===== src/rtl/peak_capture.sv =====
// Pulse-height capture: tracks the flat-top maximum of each above-threshold pulse
// and presents one {amp, time, pileup} record per pulse over valid/ready.
module peak_capture #(
  parameter int DATA_W  = 17,
  parameter int TS_W    = 32,
  parameter int MAX_LEN = 32,
  parameter int HOLDOFF = 13,
  parameter int CNT_W   = 16
) (
  input  logic              clk,
  input  logic              reset,
  input  logic [DATA_W-1:0] filt_data,
  input  logic [DATA_W-1:0] threshold,
  output logic              evt_valid,
  input  logic              evt_ready,
  output logic [DATA_W-1:0] evt_amp,
  output logic [TS_W-1:0]   evt_time,
  output logic              evt_pileup,
  output logic              busy,
  output logic [CNT_W-1:0]  lost_cnt
);

  localparam int LEN_W  = $clog2(MAX_LEN + 1);
  localparam int HOLD_W = $clog2(HOLDOFF + 2);

  typedef enum logic [1:0] {
    S_IDLE,
    S_TRACK,
    S_REPORT,
    S_HOLD
  } state_t;

  state_t              state_q, state_d;
  logic [TS_W-1:0]     ts_q;
  logic                prev_above_q;
  logic [DATA_W-1:0]   max_q, max_d;
  logic [TS_W-1:0]     max_ts_q, max_ts_d;
  logic [LEN_W-1:0]    len_q, len_d;
  logic [HOLD_W-1:0]   hold_q, hold_d;
  logic [DATA_W-1:0]   amp_q, amp_d;
  logic [TS_W-1:0]     time_q, time_d;
  logic                pile_q, pile_d;
  logic [CNT_W-1:0]    lost_q, lost_d;

  logic                above;
  logic                rising;
  logic                greater;
  logic [LEN_W-1:0]    len_inc;
  logic [DATA_W-1:0]   cur_max;
  logic [TS_W-1:0]     cur_ts;

  assign above   = $signed(filt_data) > $signed(threshold);
  assign rising  = above && !prev_above_q;
  assign greater = $signed(filt_data) > $signed(max_q);
  assign len_inc = len_q + LEN_W'(1);

  // Running max including the current sample; strict compare keeps the earliest tie.
  assign cur_max = greater ? filt_data : max_q;
  assign cur_ts  = greater ? ts_q : max_ts_q;

  always_comb begin
    state_d  = state_q;
    max_d    = max_q;
    max_ts_d = max_ts_q;
    len_d    = len_q;
    hold_d   = hold_q;
    amp_d    = amp_q;
    time_d   = time_q;
    pile_d   = pile_q;
    lost_d   = lost_q;

    case (state_q)
      S_IDLE: begin
        if (above) begin
          max_d    = filt_data;
          max_ts_d = ts_q;
          len_d    = LEN_W'(1);
          state_d  = S_TRACK;
        end
      end
      S_TRACK: begin
        if (!above) begin
          amp_d   = max_q;
          time_d  = max_ts_q;
          pile_d  = 1'b0;
          state_d = S_REPORT;
        end else begin
          len_d    = len_inc;
          max_d    = cur_max;
          max_ts_d = cur_ts;
          if (len_inc == LEN_W'(MAX_LEN)) begin
            amp_d   = cur_max;
            time_d  = cur_ts;
            pile_d  = 1'b1;
            state_d = S_REPORT;
          end
        end
      end
      S_REPORT: begin
        if (evt_ready) begin
          hold_d  = '0;
          state_d = S_HOLD;
        end
      end
      S_HOLD: begin
        // Counter stops at HOLDOFF-1; from then on only a quiet input re-arms.
        if (hold_q < HOLD_W'(HOLDOFF - 1)) begin
          hold_d = hold_q + HOLD_W'(1);
        end else if (!above) begin
          state_d = S_IDLE;
        end
      end
      default: state_d = S_IDLE;
    endcase

    if ((state_q == S_REPORT || state_q == S_HOLD) && rising && (lost_q != '1)) begin
      lost_d = lost_q + CNT_W'(1);
    end
  end

  always_ff @(posedge clk) begin
    if (!reset) begin
      state_q      <= S_IDLE;
      ts_q         <= '0;
      prev_above_q <= 1'b0;
      max_q        <= '0;
      max_ts_q     <= '0;
      len_q        <= '0;
      hold_q       <= '0;
      amp_q        <= '0;
      time_q       <= '0;
      pile_q       <= 1'b0;
      lost_q       <= '0;
    end else begin
      state_q      <= state_d;
      ts_q         <= ts_q + TS_W'(1);
      prev_above_q <= above;
      max_q        <= max_d;
      max_ts_q     <= max_ts_d;
      len_q        <= len_d;
      hold_q       <= hold_d;
      amp_q        <= amp_d;
      time_q       <= time_d;
      pile_q       <= pile_d;
      lost_q       <= lost_d;
    end
  end

  assign evt_valid  = (state_q == S_REPORT);
  assign busy       = (state_q != S_IDLE);
  assign evt_amp    = amp_q;
  assign evt_time   = time_q;
  assign evt_pileup = pile_q;
  assign lost_cnt   = lost_q;

endmodule


===== config.mk =====
export PLATFORM = sky130hd
export DESIGN_NAME = peak_capture
export DESIGN_NICKNAME = d
export VERILOG_FILES = /design/src/rtl/peak_capture.sv
export SDC_FILE = /design/constraint.sdc
export NUM_CORES = 1
export LEC_CHECK = 0
export ABC_AREA = 1
export CAP_MARGIN = 20
export CORE_UTILIZATION = 45
export CTS_CLUSTER_SIZE = 10
export DETAILED_ROUTE_END_ITERATION = 16
export PLACE_DENSITY = 0.75
export SETUP_SLACK_MARGIN = 0.15
export SLEW_MARGIN = 5
export SYNTH_ARGS = -nofsm -noshare
export SYNTH_HDL_FRONTEND = slang
export SYNTH_SLANG_ARGS = --single-unit
export TNS_END_PERCENT = 30

===== constraint.sdc =====
create_clock -name clk -period 2.4 [get_ports clk]
set_clock_uncertainty 0.1 [all_clocks]
set_input_delay 0.36 -clock clk [delete_from_list [all_inputs] [get_ports clk]]
set_output_delay 0.36 -clock clk [all_outputs]
set_load 0.05 [all_outputs]

# Word-level counts from Yosys, hierarchy flattened
# Index checks and enable logic that the tools add are counted.
# word_totals
reg_bits	160
latch_bits	0
ram_bits	0
romBits	0
inputBits	37
output_inout_bits	68
word_cells	71
n_memories	0
# classes
n_addsub	4
mul	0
div_mod_pow	0
magnitude_cmp	3
eq_ne	13
shifts	0
mux	27
bitwise	0
reduce_logical	13
# op_table
operator	n
2-to-1 mux 32 bit	5
2-to-1 mux 17 bit	5
one-hot mux 32 bit (2 select lines)	1
greater-than comparator 17 bit	2
one-hot mux 17 bit (2 select lines)	1
adder 32 x 1 -> 32 bit, second input constant	1
adder 16 x 1 -> 16 bit, second input constant	1
inequality test 16 bit, second input constant	1
2-to-1 mux 2 bit	6
2-to-1 mux 6 bit	2
one-hot mux 6 bit (2 select lines)	1
inequality test 2 bit, second input constant	5
2-to-1 mux 4 bit	2
one-hot mux 2 bit (4 select lines)	1
one-hot mux 4 bit (2 select lines)	1
adder 6 x 1 -> 6 bit, second input constant	1
equality test 6 bit, second input constant	1
AND reduction 3 bit	2
nonzero test 2 bit	3
AND reduction 5 bit	1
adder 4 x 1 -> 4 bit, second input constant	1
equality test 2 bit, second input constant	2
less-than comparator 4 bit, second input constant	1
inequality test 2 x 1 -> 1 bit, second input constant	2
8 further kinds	11

# Depth between registers and ports, before layout
# Gate-level depths: netlist of the first run.
# depth
ltp_word	5
depth_mapped	20
depth_no_buf	19

# Least setup slack after synthesis of the first run
# Ideal clock, no wire load.
# synth_path
path_type	flip-flop to flip-flop
from	register lost_q[0] (netlist: lost_cnt[0])
to	register lost_q[10] (netlist: lost_cnt[10])
setup_time_ns	0.132
t_arrival_ns	2.279
required_time_ns	2.168
slack_ns	-0.112
path_stages_with_launch	10
cell_sequence	dfxtp_1 ha_1 nand2_1 nor3_1 nand4_1 or2_0 clkbuf_1 clkbuf_1 nand3_1 a21oi_1
# synth_between
elab_chain_len	2
word_cells_on_any_way	3
classes_between	add/sub (1); eq/ne (1); reduce/logical (1)
# synth_rtl
element	line	source
from (decl)	43	logic [CNT_W-1:0] lost_q, lost_d;
from (signal assigned)	145	lost_q <= lost_d;
parallel branches: the longest is 2 deep, another holds adder 16 x 1 -> 16 bit	--	
# Parallel ways; which one is timed is not known.
# A chain may end at the register's enable or synchronous reset.

# Final worst setup path of the first run
# layout_path
from	register max_q[10]
to	register amp_q[16] (netlist: evt_amp[16])
# layout_between
elab_chain_len	4
# layout_rtl
element	line	source
from (decl)	36	logic [DATA_W-1:0] max_q, max_d;
from (signal assigned)	138	max_q <= max_d;
greater-than comparator 17 bit	54	assign greater = $signed(filt_data) > $signed(max_q);
2-to-1 mux 17 bit	58	assign cur_max = greater ? filt_data : max_q;
2-to-1 mux 17 bit	91	if (len_inc == LEN_W'(MAX_LEN)) begin
2-to-1 mux 17 bit	82	if (!above) begin
to (signal assigned)	142	amp_q <= amp_d;
to (decl)	40	logic [DATA_W-1:0] amp_q, amp_d;
# Every way passes these cells. The select of a mux whose other input is x is not followed.

==> results of run 1 <==
## worst max-delay path: stages, from the launching register on
cell      delay, ns
dfxtp_2        0.34
inv_2          0.04
ha_4           0.26
nand2_1        0.07
inv_1          0.11
o21bai_4       0.08
a21oi_2        0.15
nor2_2         0.06
buf_4          0.15
nand3_4        0.14
nand2_8        0.14
buf_12         0.19
nand2_4        0.06
nand2_2        0.04
nand2_2        0.06
nand3_2        0.12
nand2_1        0.10
inv_1          0.04
## kinds of logic after synthesis
group | Yosys count | synth area share [%]
adder cells (fa/ha/maj) | 43 | 5.59
XOR/XNOR | 16 | 1.46
AO/OA/AOI/OAI | 241 | 12.8
flip-flops | 160 | 33.3
AND/OR/NAND/NOR | 781 | 34.6
buffers and inverters | 299 | 12.2
## sequential cells by signal (all words and copies together), names as in the netlist
name	flops
evt_time	32
max_ts_q	32
ts_q	32
evt_amp	17
max_q	17
lost_cnt	16
len_q	6
hold_q	4
state_q	2
evt_pileup	1
prev_above_q	1
## cell usage after synthesis (3+ instances only)
cell type and number:
dfxtp_1 160, o21ai_0 51, clkbuf_1 53, nor4_1 4, o21a_1 5, nand2_1 465
nand3b_1 5, nor3_1 20, nand4_1 16, xnor2_1 3, inv_2 4, nor3b_1 4
buf_2 16, xor2_1 13, buf_6 3, inv_1 218, or2_2 8, a21oi_1 161
o21ai_1 18, ha_1 43, buf_1 3, nand3_1 185, and3_1 3, nor2_1 64
## cells in the final DEF (no fill, tap or decap), types with 3 or more instances in the layout
master,netlist,layout
a21oi_1,161,150
a21oi_2,1,10
buf_12,0,13
buf_4,2,76
buf_6,3,6
buf_8,0,5
bufinv_16,0,6
clkbuf_16,0,22
clkbuf_2,0,9
clkdlybuf4s50_1,0,70
clkinv_2,0,3
dfxtp_1,160,143
dfxtp_2,0,13
dfxtp_4,0,4
dlygate4sd2_1,0,22
ha_1,43,18
ha_4,0,25
inv_1,218,197
inv_2,4,17
inv_4,0,5
nand2_1,465,409
nand2_2,2,41
nand2_4,0,16
nand3_1,185,169
nand3_2,0,14
nand3b_1,5,5
nand4_1,16,16
nor2_1,64,53
nor2_2,0,8
nor2_4,0,3
nor3_1,20,19
nor3b_1,4,4
nor4_1,4,4
o21a_1,5,5
o21ai_0,51,42
o21ai_1,18,26
or2_2,8,8
xnor2_1,3,3
xor2_1,13,13
## area by class of cell
cell class / instances / area, um2
fillers: 1771 / 7800
clock inverters: 13 / 231
repair buffers: 208 / 2070
well taps: 275 / 344
multi-input cells: 1081 / 6020
flip-flops and latches: 160 / 3230
inverters: 222 / 865
clock buffers: 19 / 453
## worst max-delay path by stage
| stage | startpoint | end | slack (ns) | cells past startpoint |
|---|---|---|---|---|
| 2_1_floorplan | threshold[16] | lost_cnt[11]$_SDFFE_PN0P_ | 0.08 | 15 |
| 3_3_place_gp | threshold[16] | lost_cnt[7]$_SDFFE_PN0P_ | -0.55 | 15 |
| 3_5_place_dp | threshold[16] | lost_cnt[0]$_SDFFE_PN0P_ | -0.62 | 15 |
| 4_1_cts | max_q[14]$_SDFFE_PN0P_ | evt_amp[16]$_SDFFE_PN0P_ | 0.08 | 16 |
| 5_1_grt | max_q[10]$_SDFFE_PN0P_ | max_q[3]$_SDFFE_PN0P_ | -0.04 | 15 |
| 6_report | max_q[10]$_SDFFE_PN0P_ | evt_amp[16]$_SDFFE_PN0P_ | 0.04 | 17 |
## power groups by stage
stage                     registers [uW]  clock network, uW  logic (uW)
after floorplan                     4220                  0        2960
after global placement              3570                  0        5330
after detailed placement            3590                  0        5430
after CTS                           3540               3200        5690
after global routing                3680               3310        7420
final                               3610               3170        6910
## repair_timing
item | CTS | global route
setup endpoints to repair | 125 | 138
setup buffers | 2 | 13
gates cloned | 3 | 5
gates resized for setup | 68 | 170
pin swaps | 23 | 25
## stage by stage
stage | hold WS (ns) | cells | TNS [ns]
after global placement | 0.356 | 1923 | -62.12
after detailed placement | 0.364 | 1923 | -69.73
after global routing | 0.393 | 1978 | -0.442
final | 0.369 | 1978 | 0
after floorplan | 0.340 | 1540 | 0
after CTS | 0.373 | 1960 | 0
## layer usage
metal	global-route usage, %	vias up
li1	-	5236
met1	31.9	4812
met2	41.2	387
met3	3.87	64
met4	7.47	0
met5	0	-
==> results.md, run 1 <==
- The routed layout has 10499 vias.
- In the finished design, the share of the clock period the worst path needs comes to 98.2%.
- Ranked by total cell area, the synthesized netlist is headed by dfxtp_1, nand2_1, nand3_1.
- The number of global-route vias before repair is 9257.
- The total length of routed wires is 29.0 mm.
- The placed wire-length estimate after detailed placement is 17.8 mm.
- The layout overhead on the synthesized area is 37.4%.
- TritonCTS built the clock tree.
- Summed over its instances, the top area cell type makes up 33.3% of the synthesized netlist area.
- The met3 wirelength from detailed routing is 1.80 mm.
- Measured along the x axis, the die boundary spans 148 um.
- The number of pins exceeding their max-slew limit in the final report came to 0.
- In the synthesized netlist the dominant register cell turns out to be dfxtp_1.
- The count of clock tree sinks is 160.
- The core region is 21000 um2.
- At the later pin of the worst-skew pair, clock insertion delay measures 0.43 ns.
- The maximum level of the CTS H-tree is 4.
- The worst setup path is of the reg2reg kind.
- The routed metal-1 wire length is 12.6 mm.
- During synthesis, Yosys emitted a total of 0 warnings.
- After detailed routing, the number of vias per cell comes to 5.31.
- The detailed-routing iteration count for the pre-antenna-repair pass is 6.
- After detailed placement, the total cell area comes to 11600 um2.
- Synthesis produced 1540 cells.
- Setup violations remaining at the end of the flow were counted as 0.
- The worst reg-to-reg setup slack is 0.04 ns.
- Data on the critical path is required at its endpoint by 2.62 ns.
- The number of different library cells used by synthesis comes to 35.
- The congestion estimate from routability-driven global placement came to 0.909.
- Global routing finished with a remaining overflow of 0.
- The post-route cell area is 13200 um2.
- At the placement stage, the worst setup path has a slack of -0.624 ns.
- Setup repair after global routing could not meet its margin everywhere.
- The overall die area is 22000 um2.
- In this run the count of I/O pins placed on the die edge is 105.
- The smallest clock period supported by the final layout is computed as 2.36 ns.
- The flip-flop and latch count after synthesis is 160.
- The worst register-to-register path begins at max_q[10]$_SDFFE_PN0P_.
- In the final design database the tool counted 1770 nets.
- The worst hold path passes through 2 cells.
- Of the total power, the share spent switching nets is 42.1%.
- In this run the deepest clock path goes through 2 buffers.
- The total global-route track usage is 24.4%.
- The height of the chip is 148 um.
- In the routed design, unresolved DRC markers number 0.
- In the synthesized netlist the async set-or-reset flop fraction comes to 0%.
- The max-slew headroom at the worst pin is 65.8%.
- The minimum setup slack in the final design is 0.0430 ns.
- A synthesized cell averages 6.25 um2.
- The total power is 13700 uW.
- The slew of the pin with the lowest slew margin is 0.512 ns.
- The critical path capture point type is a register.
- The sink of the worst hold path is evt_pileup$_SDFFE_PN0P_.
- The starting utilization of the core area is 45.8%.
- The synthesized net count is 1620.
- In the detailed route, the total length drawn on met2 is 13.8 mm.
- The cell accounting for the most synthesized area is dfxtp_1.
- The number of antenna diodes is 0.
- The number of buffers inserted during clock tree synthesis is 17.
- The startpoint type of the worst setup path is a register.
- The run finished with clean final reports.
- Combinational logic is responsible for 50.5% of the overall power.
- The number of enable-type register cells in the synthesized netlist is 0.
- The internal power is 7930 uW.
- The tree is rooted in a clkbuf_16.
- The share of the core filled with cells is 62.9%.
- The startpoint identified for the worst hold timing path is evt_pileup$_SDFFE_PN0P_.
- The highest metal layer carrying signal wires in the routed design is met4.
- The part of the total power dissipated in sequential elements is 26.4%.
- After floorplanning, the core was divided into 53 placement rows.
- Clock-pin slew was measured on the worst setup and hold paths at 0.06 ns.
- The global-route wire length before repair is 43.9 mm.
- Power spread over the standard cell area amounts to 1040 nW/um2.
- IR analysis of the VDD net gives a maximum drop of 0.000545 V.
- In this run the static leakage power is 0.00570 uW.
- The sequential area share after synthesis is 33.3%.
- The total of buffers placed on input and output ports is 104.
- The reported net switching power is 5760 uW.
- The number of max-cap violations is 0.
- Measured in cells, the most critical reg-to-reg path has a length of 17.
- The hold-fix buffer count after cts is 0.
- The initial antenna violation count was 0.
- In the final layout, the share of cells above drive strength 1 is 19.1%.
- In the final routed layout, each cell accounts on average for 14.6 um.
- The fraction of power consumed by the clock network is 23.1%.
- Once detail routing completed, the nets flagged for antenna violations numbered 0.
- Entering global routing, the biggest net connects 57 pins.
- For this run, the top clock speed supported by timing is 0.424 GHz.
- After synthesis the cells add up to 9620 um2.
- The arrival time reported for the critical path endpoint is 2.58 ns.
- The worst register-to-register path ends at evt_amp[16]$_SDFFE_PN0P_.
- The total count of hold-check failures in the final report was 0.
- The tightest min-delay check is of the reg2reg type.
- The iteration-0 DRC count of the detailed router is 739.
- The largest driver fanout on the critical path is 8.
Power figures use the tool's default switching activity.
==> run 2, diff against run 1 <==
--- a/config.mk
+++ b/config.mk
@@ -7,6 +7,7 @@
 export LEC_CHECK = 0
 export ABC_AREA = 1
 export CAP_MARGIN = 20
+export CORE_MARGIN = 3
 export CORE_UTILIZATION = 45
 export CTS_CLUSTER_SIZE = 10
 export DETAILED_ROUTE_END_ITERATION = 16
==> results.md, run 2 (same netlist as run 1, synthesis figures left out) <==
- The number of global-route vias before repair is 9822.
- Setup repair after global routing could not meet its margin everywhere.
- The critical path goes through inv_1 -> ha_1 -> nand2_1 -> nor2_4 -> nand3b_1 -> nand3_2 -> nand2_2 -> nand2_2 -> nand2_4 -> nand2_8 -> clkbuf_16 -> nand2_2 -> nand3_1 -> nand2_1 -> a21oi_1.
- The maximum level of the CTS H-tree is 4.
- The horizontal die dimension is 152 um.
- Among all stages on the critical path, the largest delay is contributed by dfxtp_2.
- The ratio of final minimum period to clock period is 101%.
- After filler insertion, the fill cell instance count of the layout stands at 1581.
- Wire segments on met3 add up to 2.62 mm in the final route.
- The overall die area is 23200 um2.
- Of all nets on the critical path, the largest fanout is 8.
- The routed metal-1 wire length is 13.4 mm.
- After clock tree synthesis, the flow added hold-fix buffers numbering 0.
- Max-cap violations in this run came to 0.
- Subtracting the final worst setup slack from the clock period gives 2.42 ns.
- The checks that failed: negative setup slack.
- For the worst setup path, the data required time is 2.64 ns.
- The starting utilization of the core area is 46.7%.
- No sink is reached through more buffers than the 2 on the longest clock path.
- The number of buffers and inverters on the critical path is 2.
- For this run, the detailed router's first-pass iteration total came to 6.
- The highest layer used for signal routing is met4.
- The clock latency at the later pin of the worst-skew pair is 0.43 ns.
- The initial antenna violation count is 0.
- IR analysis of the VDD net gives a maximum drop of 0.000675 V.
- The cell sitting at the root of the clock tree is a clkbuf_16.
- Dividing total power by cell area gives a power density of 1020 nW/um2.
- The worst reg-to-reg setup slack is -0.02 ns.
- The first global-routing pass estimated 47.0 mm of wire.
- The arrival time reported for the critical path endpoint is 2.66 ns.
- The destination of the critical timing path is max_q[12]$_SDFFE_PN0P_.
- The static power due to leakage is 0.00602 uW.
- The via count is 11068.
- The register clock-pin slew on the reported worst setup and hold paths is 0.07 ns.
- The overflow left after global routing is 0.
- The CTS tree is done.
- The number of buffers inserted during clock tree synthesis is 17.
- The final layout contains 1796 nets.
- The critical register-to-register path endpoint is max_q[12]$_SDFFE_PN0P_.
- 0 antenna diodes ended up in the layout.
- The congestion estimate from routability-driven global placement came to 0.912.
- On the worst path, the slowest cell contributes a delay of 0.35 ns.
- Buffers placed on the I/O ports in this run total 104.
- In this run the worst setup path begins at max_q[1]$_SDFFE_PN0P_.
- The height of the chip is 152 um.
- The max-slew headroom at the worst pin is 64.4%.
- The number of I/O pins is 105.
- The setup violation total in the final timing report is 3.
- Of the cells placed in the final design, the portion with a size suffix greater than 1 is 24.4%.
- After detailed routing, the number of remaining DRC violations is 0.
- The tightest min-delay check is of the reg2reg type.
- Summed over all nets, the half-perimeter wirelength after detailed placement is 18.1 mm.
- The first routing iteration left 901 violations.
- The path length in cells of the critical path is 15.
- After detailed routing, the average wire length per cell comes to 16.8 um.
- STA classifies the critical path endpoint as a register.
- Measured in cells, the most critical reg-to-reg path has a length of 15.
- After routing, the total negative slack on setup checks comes to -0.0313 ns.
- Wire segments on met2 add up to 16.0 mm in the final route.
- The maximum achievable frequency is 0.413 GHz.
- The total count of hold-check failures in the final report is 0.
- The count of nets left with antenna violations once routing finished came out at 0.
- After detailed routing, the total wire length is 33.6 mm.
- The maximum number of pins on one net before global-route repair is 60.
- The family with the most delay on the worst path is simple AND/OR/NAND/NOR gates.
- In the layout the commonest cells are nand2_1, inv_1, a21oi_1.
- Counting stages on the worst path, the most repeated cell is nand2_2.
- The kind of critical path is reg2reg.
- The run finished, with violations left.
- The layout overhead on the synthesized area is 45.7%.
- The minimum setup slack in the final design is -0.0193 ns.
- The library cell used most frequently in the layout, excluding fill and tap cells, is nand2_1.
- The origin of the critical flop-to-flop path is max_q[1]$_SDFFE_PN0P_.
- Using the TritonRoute via totals, the vias-per-cell ratio works out to 5.54.
- The initialized floorplan defines 52 standard-cell rows.
- The worst setup path is launched from a register.
- The number of pins exceeding their max-slew limit in the final report is 0.
- Global routing consumed, over all layers together, 23.9% of the routing resources.
- The count of clock tree sinks is 160.
- In this run the cell area measured after placement is 11600 um2.
- At the pin with the least slew margin, the transition time is 0.533 ns.
- The total area inside the core boundary comes to 20600 um2.
- The finished cells cover 14000 um2.
[run 2: cell count changes in the layout (fill, tap and decap cells not counted), moves of 7 or more]
cell,change
nand3_2,+25
clkdlybuf4s15_1,+7
nand2_4,+8
nand3_1,-29
dlygate4sd2_1,-12
nand2_1,-11
[run 2: cell type report]
type                            count  area (um2)  share of cell area, %
Clock buffer                       17         425                   3.03
Multi-Input combinational cell   1081        6380                   45.5
Timing Repair Buffer              234        2580                   18.4
Tap cell                          270         338                   2.41
Sequential cell                   160        3240                   23.1
Inverter                          222         872                   6.22
Clock inverter                     14         191                   1.37
[run 2: repair_timing]
item,CTS,global route
buffers inserted,17,20
endpoints found under the hold margin,0,0
gates cloned,10,9
endpoints found under the setup margin,126,139
pin swaps,23,60
gates resized for setup,105,255
[run 2: layer usage]
metal,vias up,track usage [%]
met3,137,4.43
met5,-,0
met4,0,8.09
met1,5102,30.9
met2,546,40.4
li1,5283,-
[run 2: worst min-delay path, delay by kind of cell, from the launching register on]
family             cells  cell delay [ns]
DFF                    1             0.31
AOI/OAI and AO/OA      1             0.05
and+or+nand+nor        1             0.06
[run 2: worst min path at each step]
stage                                       start                 endpoint  slack [ns]  cells past startpoint
after detailed placement  evt_pileup$_SDFFE_PN0P_  evt_pileup$_SDFFE_PN0P_        0.36                      2
after global placement    evt_pileup$_SDFFE_PN0P_  evt_pileup$_SDFFE_PN0P_        0.35                      2
final                     evt_pileup$_SDFFE_PN0P_  evt_pileup$_SDFFE_PN0P_        0.36                      2
after floorplan            hold_q[3]$_SDFFE_PN0P_   hold_q[3]$_SDFFE_PN0P_        0.34                      2
after global routing      evt_pileup$_SDFFE_PN0P_  evt_pileup$_SDFFE_PN0P_        0.40                      2
after CTS                 evt_pileup$_SDFFE_PN0P_  evt_pileup$_SDFFE_PN0P_        0.37                      2
[run 2: report_power, final]
group	internal [uW]	switching [uW]	total, uW
clock	1730	1150	2880
sequential	3210	432	3640
combinational	3180	4630	7810
total	8120	6210	14300
[run 2: per-stage QoR]
stage	hold WS [ns]	cells	util (%)	power, uW	worst slack, ns
3_3_place_gp	0.351	1911	56.0	8850	-0.604
6_report	0.363	1998	68.0	14300	-0.0193
2_1_floorplan	0.340	1540	-	7180	0.0810
4_1_cts	0.367	1969	62.1	12600	0.124
5_1_grt	0.398	1998	68.0	15000	-0.109
3_5_place_dp	0.360	1911	56.0	8960	-0.710
==> run 3, diff against run 2 <==
--- a/config.mk
+++ b/config.mk
@@ -8,10 +8,10 @@
 export ABC_AREA = 1
 export CAP_MARGIN = 20
 export CORE_MARGIN = 3
-export CORE_UTILIZATION = 45
+export CORE_UTILIZATION = 52
 export CTS_CLUSTER_SIZE = 10
 export DETAILED_ROUTE_END_ITERATION = 16
-export PLACE_DENSITY = 0.75
+export PLACE_DENSITY = 0.77
 export SETUP_SLACK_MARGIN = 0.15
 export SLEW_MARGIN = 5
 export SYNTH_ARGS = -nofsm -noshare
==> results.md, run 3 (same netlist as run 1, synthesis figures left out) <==
- The detailed router placed 11068 vias in this run.
- After routing, the total negative slack on setup checks comes to 0 ns.
- The maximum number of pins on one net before global-route repair is 80.
- The detailed-routing iteration count for the pre-antenna-repair pass is 5.
- The via-per-instance ratio is 5.69.
- The number of pins exceeding their max-slew limit in the final report is 0.
- The critical path is of the reg2reg type.
- The site row count is 49.
- The H-tree was split into 4 levels.
- The DRC violation count after routing is 0.
- Data on the critical path is required at its endpoint by 2.63 ns.
- The arrival time reported for the critical path endpoint is 2.58 ns.
- Timing would allow up to 0.426 GHz.
- The iteration-0 DRC count of the detailed router is 1264.
- The per-cell routed wire length is 16.5 um.
- The register clock-pin slew on the reported worst setup and hold paths is 0.06 ns.
- The cell chosen for the clock root is clkbuf_16.
- The count of nets left with antenna violations once routing finished came out at 0.
- The number of clock buffers added by TritonCTS is 17.
- The worst register-to-register path ends at evt_amp[13]$_SDFFE_PN0P_.
- In the layout the commonest cells are nand2_1, inv_1, nand3_1.
- The worst register-to-register path has a setup slack of 0.05 ns.
- The overflow left after global routing is 0.
- The tool flagged a number of max-cap violations equal to 0.
- The post-route netlist has 22.7% of its cells at a drive strength greater than 1.
- Setup violations remaining at the end of the flow were counted as 0.
- The number of antenna diodes is 0.
- The worst setup slack before clock tree synthesis is -0.602 ns.
- The min-delay analysis places its worst path in the category in2reg.
- The congestion estimate from routability-driven global placement came to 0.903.
- The final cell count without fillers is 1946.
- The origin of the critical flop-to-flop path is max_q[8]$_SDFFE_PN0P_.
- The minimum setup slack in the final design is 0.0526 ns.
- STA classifies the critical path endpoint as a register.
- The global-route wire length before repair is 45.9 mm.
- The number of global-route vias before repair is 9780.
- Summed over all cells, the static leakage comes to 0.00579 uW.
- Along the worst path, the maximum fanout reaches 11.
- The worst hold path depth is 5.
- The net count reported at finish is 1784.
- Headroom to the max-slew limit came out at 63.6%.
- The worst setup path is launched from a register.
- Across the VDD grid, the largest voltage drop is 0.000864 V.
- Once placement completed, the tool counted placed cells totaling 1875.
- The power density over the cells is 1020 nW/um2.
- The flow ran to the end, and the final reports show no timing, DRC or antenna violations.
- The total of buffers placed on input and output ports is 104.
- The total count of hold-check failures in the final report is 0.
- The initial antenna violation count is 0.
- The placed cell area is 11600 um2.
- The filler cells instantiated in the layout total 1325.
- The clock latency at the later pin of the worst-skew pair is 0.43 ns.
- The longest clock path from root to sink contains 2 buffers.
- The final critical path takes up 97.8% of the cycle.
- The floorplan step defined a core boundary enclosing 18100 um2.
- The startpoint identified for the worst hold timing path is filt_data[15].
- Compared with the post-synthesis result, the final layout area differs by 39.9%.
- The CTS tree is done.
- The number of I/O pins is 105.
- Global routing used 27.3% of the available tracks across all layers.
- Detailed placement finished with a half-perimeter wire length of 17.6 mm.
- The height of the chip is 142 um.
- For the pin with the worst max-slew slack, the measured transition is 0.544 ns.
- After detailed routing, the total wire length is 32.1 mm.
- The post-route cell area is 13500 um2.
- The smallest clock period supported by the final layout is computed as 2.35 ns.
- Setup repair after global routing could not meet its margin everywhere.
- The overall die area is 20200 um2.
- The leading cell type in the layout, fill and taps excluded is nand2_1.
- The worst reg-to-reg path cell count is 15.
- The die is 142 um wide.
- The clock net in this run drives a total of 160 sinks.
- The path with the worst hold slack has its endpoint at max_q[15]$_SDFFE_PN0P_.
- Once the floorplan was initialized, standard cells occupied 53.2% of the core.
- The launch point of the worst path is max_q[8]$_SDFFE_PN0P_.
[run 3: cell types whose count changed in the layout (fill, tap and decap cells not counted), moves of 9 or more]
cell           change
buf_4             -12
dlygate4sd2_1      -9
nand3_1           +12
nand2_1           +21
nand3_2           -10
nand2_4            -9
nand2_2           -12
clkbuf_2          +15
[run 3: critical path, stage by stage, from the launching register on]
cell and delay (ns):
dfxtp_2 0.33, inv_1 0.07, ha_4 0.29, nand2_2 0.08
nor2_4 0.16, nand4_1 0.16, o21ai_2 0.23, nand2_4 0.12
buf_6 0.16, buf_12 0.15, nand3_1 0.10, nand2_1 0.06
nand2_1 0.06, nand3_1 0.08, nand2_1 0.06, inv_1 0.03
[run 3: what timing repair did]
action / CTS / global route
gates cloned: 5 / 13
buffers inserted: 8 / 13
pin swaps: 30 / 31
setup endpoints to repair: 127 / 139
resized for setup: 88 / 245
hold buffers: 0 / 0
[run 3: how the worst max path moves through the flow]
stage	end	slack, ns	cells after the start
floorplan	lost_cnt[11]$_SDFFE_PN0P_	0.08	15
CTS	max_ts_q[18]$_SDFFE_PN0P_	0.09	15
global placement	evt_amp[7]$_SDFFE_PN0P_	-0.55	17
finish	evt_amp[13]$_SDFFE_PN0P_	0.05	15
detailed placement	evt_amp[7]$_SDFFE_PN0P_	-0.60	18
global route	evt_time[29]$_SDFFE_PN0P_	-0.04	16
[run 3: where the power goes]
part	total, uW	switching (uW)	internal, uW
clock network	2690	1160	1520
logic	7500	4470	3020
registers	3580	379	3200
total	13800	6010	7750
[run 3: per-layer routing]
metal,up-vias,track usage [%],part of all wire (%),routed length (um)
li1,5266,-,-,-
met1,5098,36.0,40,12800
met2,571,45.6,48,15400
met3,133,4.67,7.8,2520
met4,0,8.69,4.5,1440
met5,-,0,0,0
[run 3: through the flow]
step                hold WS (ns)  power [uW]  util [%]
floorplan                  0.340        7180         -
global placement           0.358        8940      64.0
detailed placement         0.361        9040      64.0
CTS                        0.371       12300      69.2
global route               0.329       14400      74.4
finish                     0.285       13800      74.4
[run 3: area by class of cell]
class	count	area [um2]	area share (%)
inverters	222	872	6.48
clock inverters	10	98.8	0.734
clock buffers	22	474	3.52
flip-flops and latches	160	3230	24.0
multi-input cells	1081	6180	45.9
well taps	229	287	2.13
repair buffers	222	2320	17.2
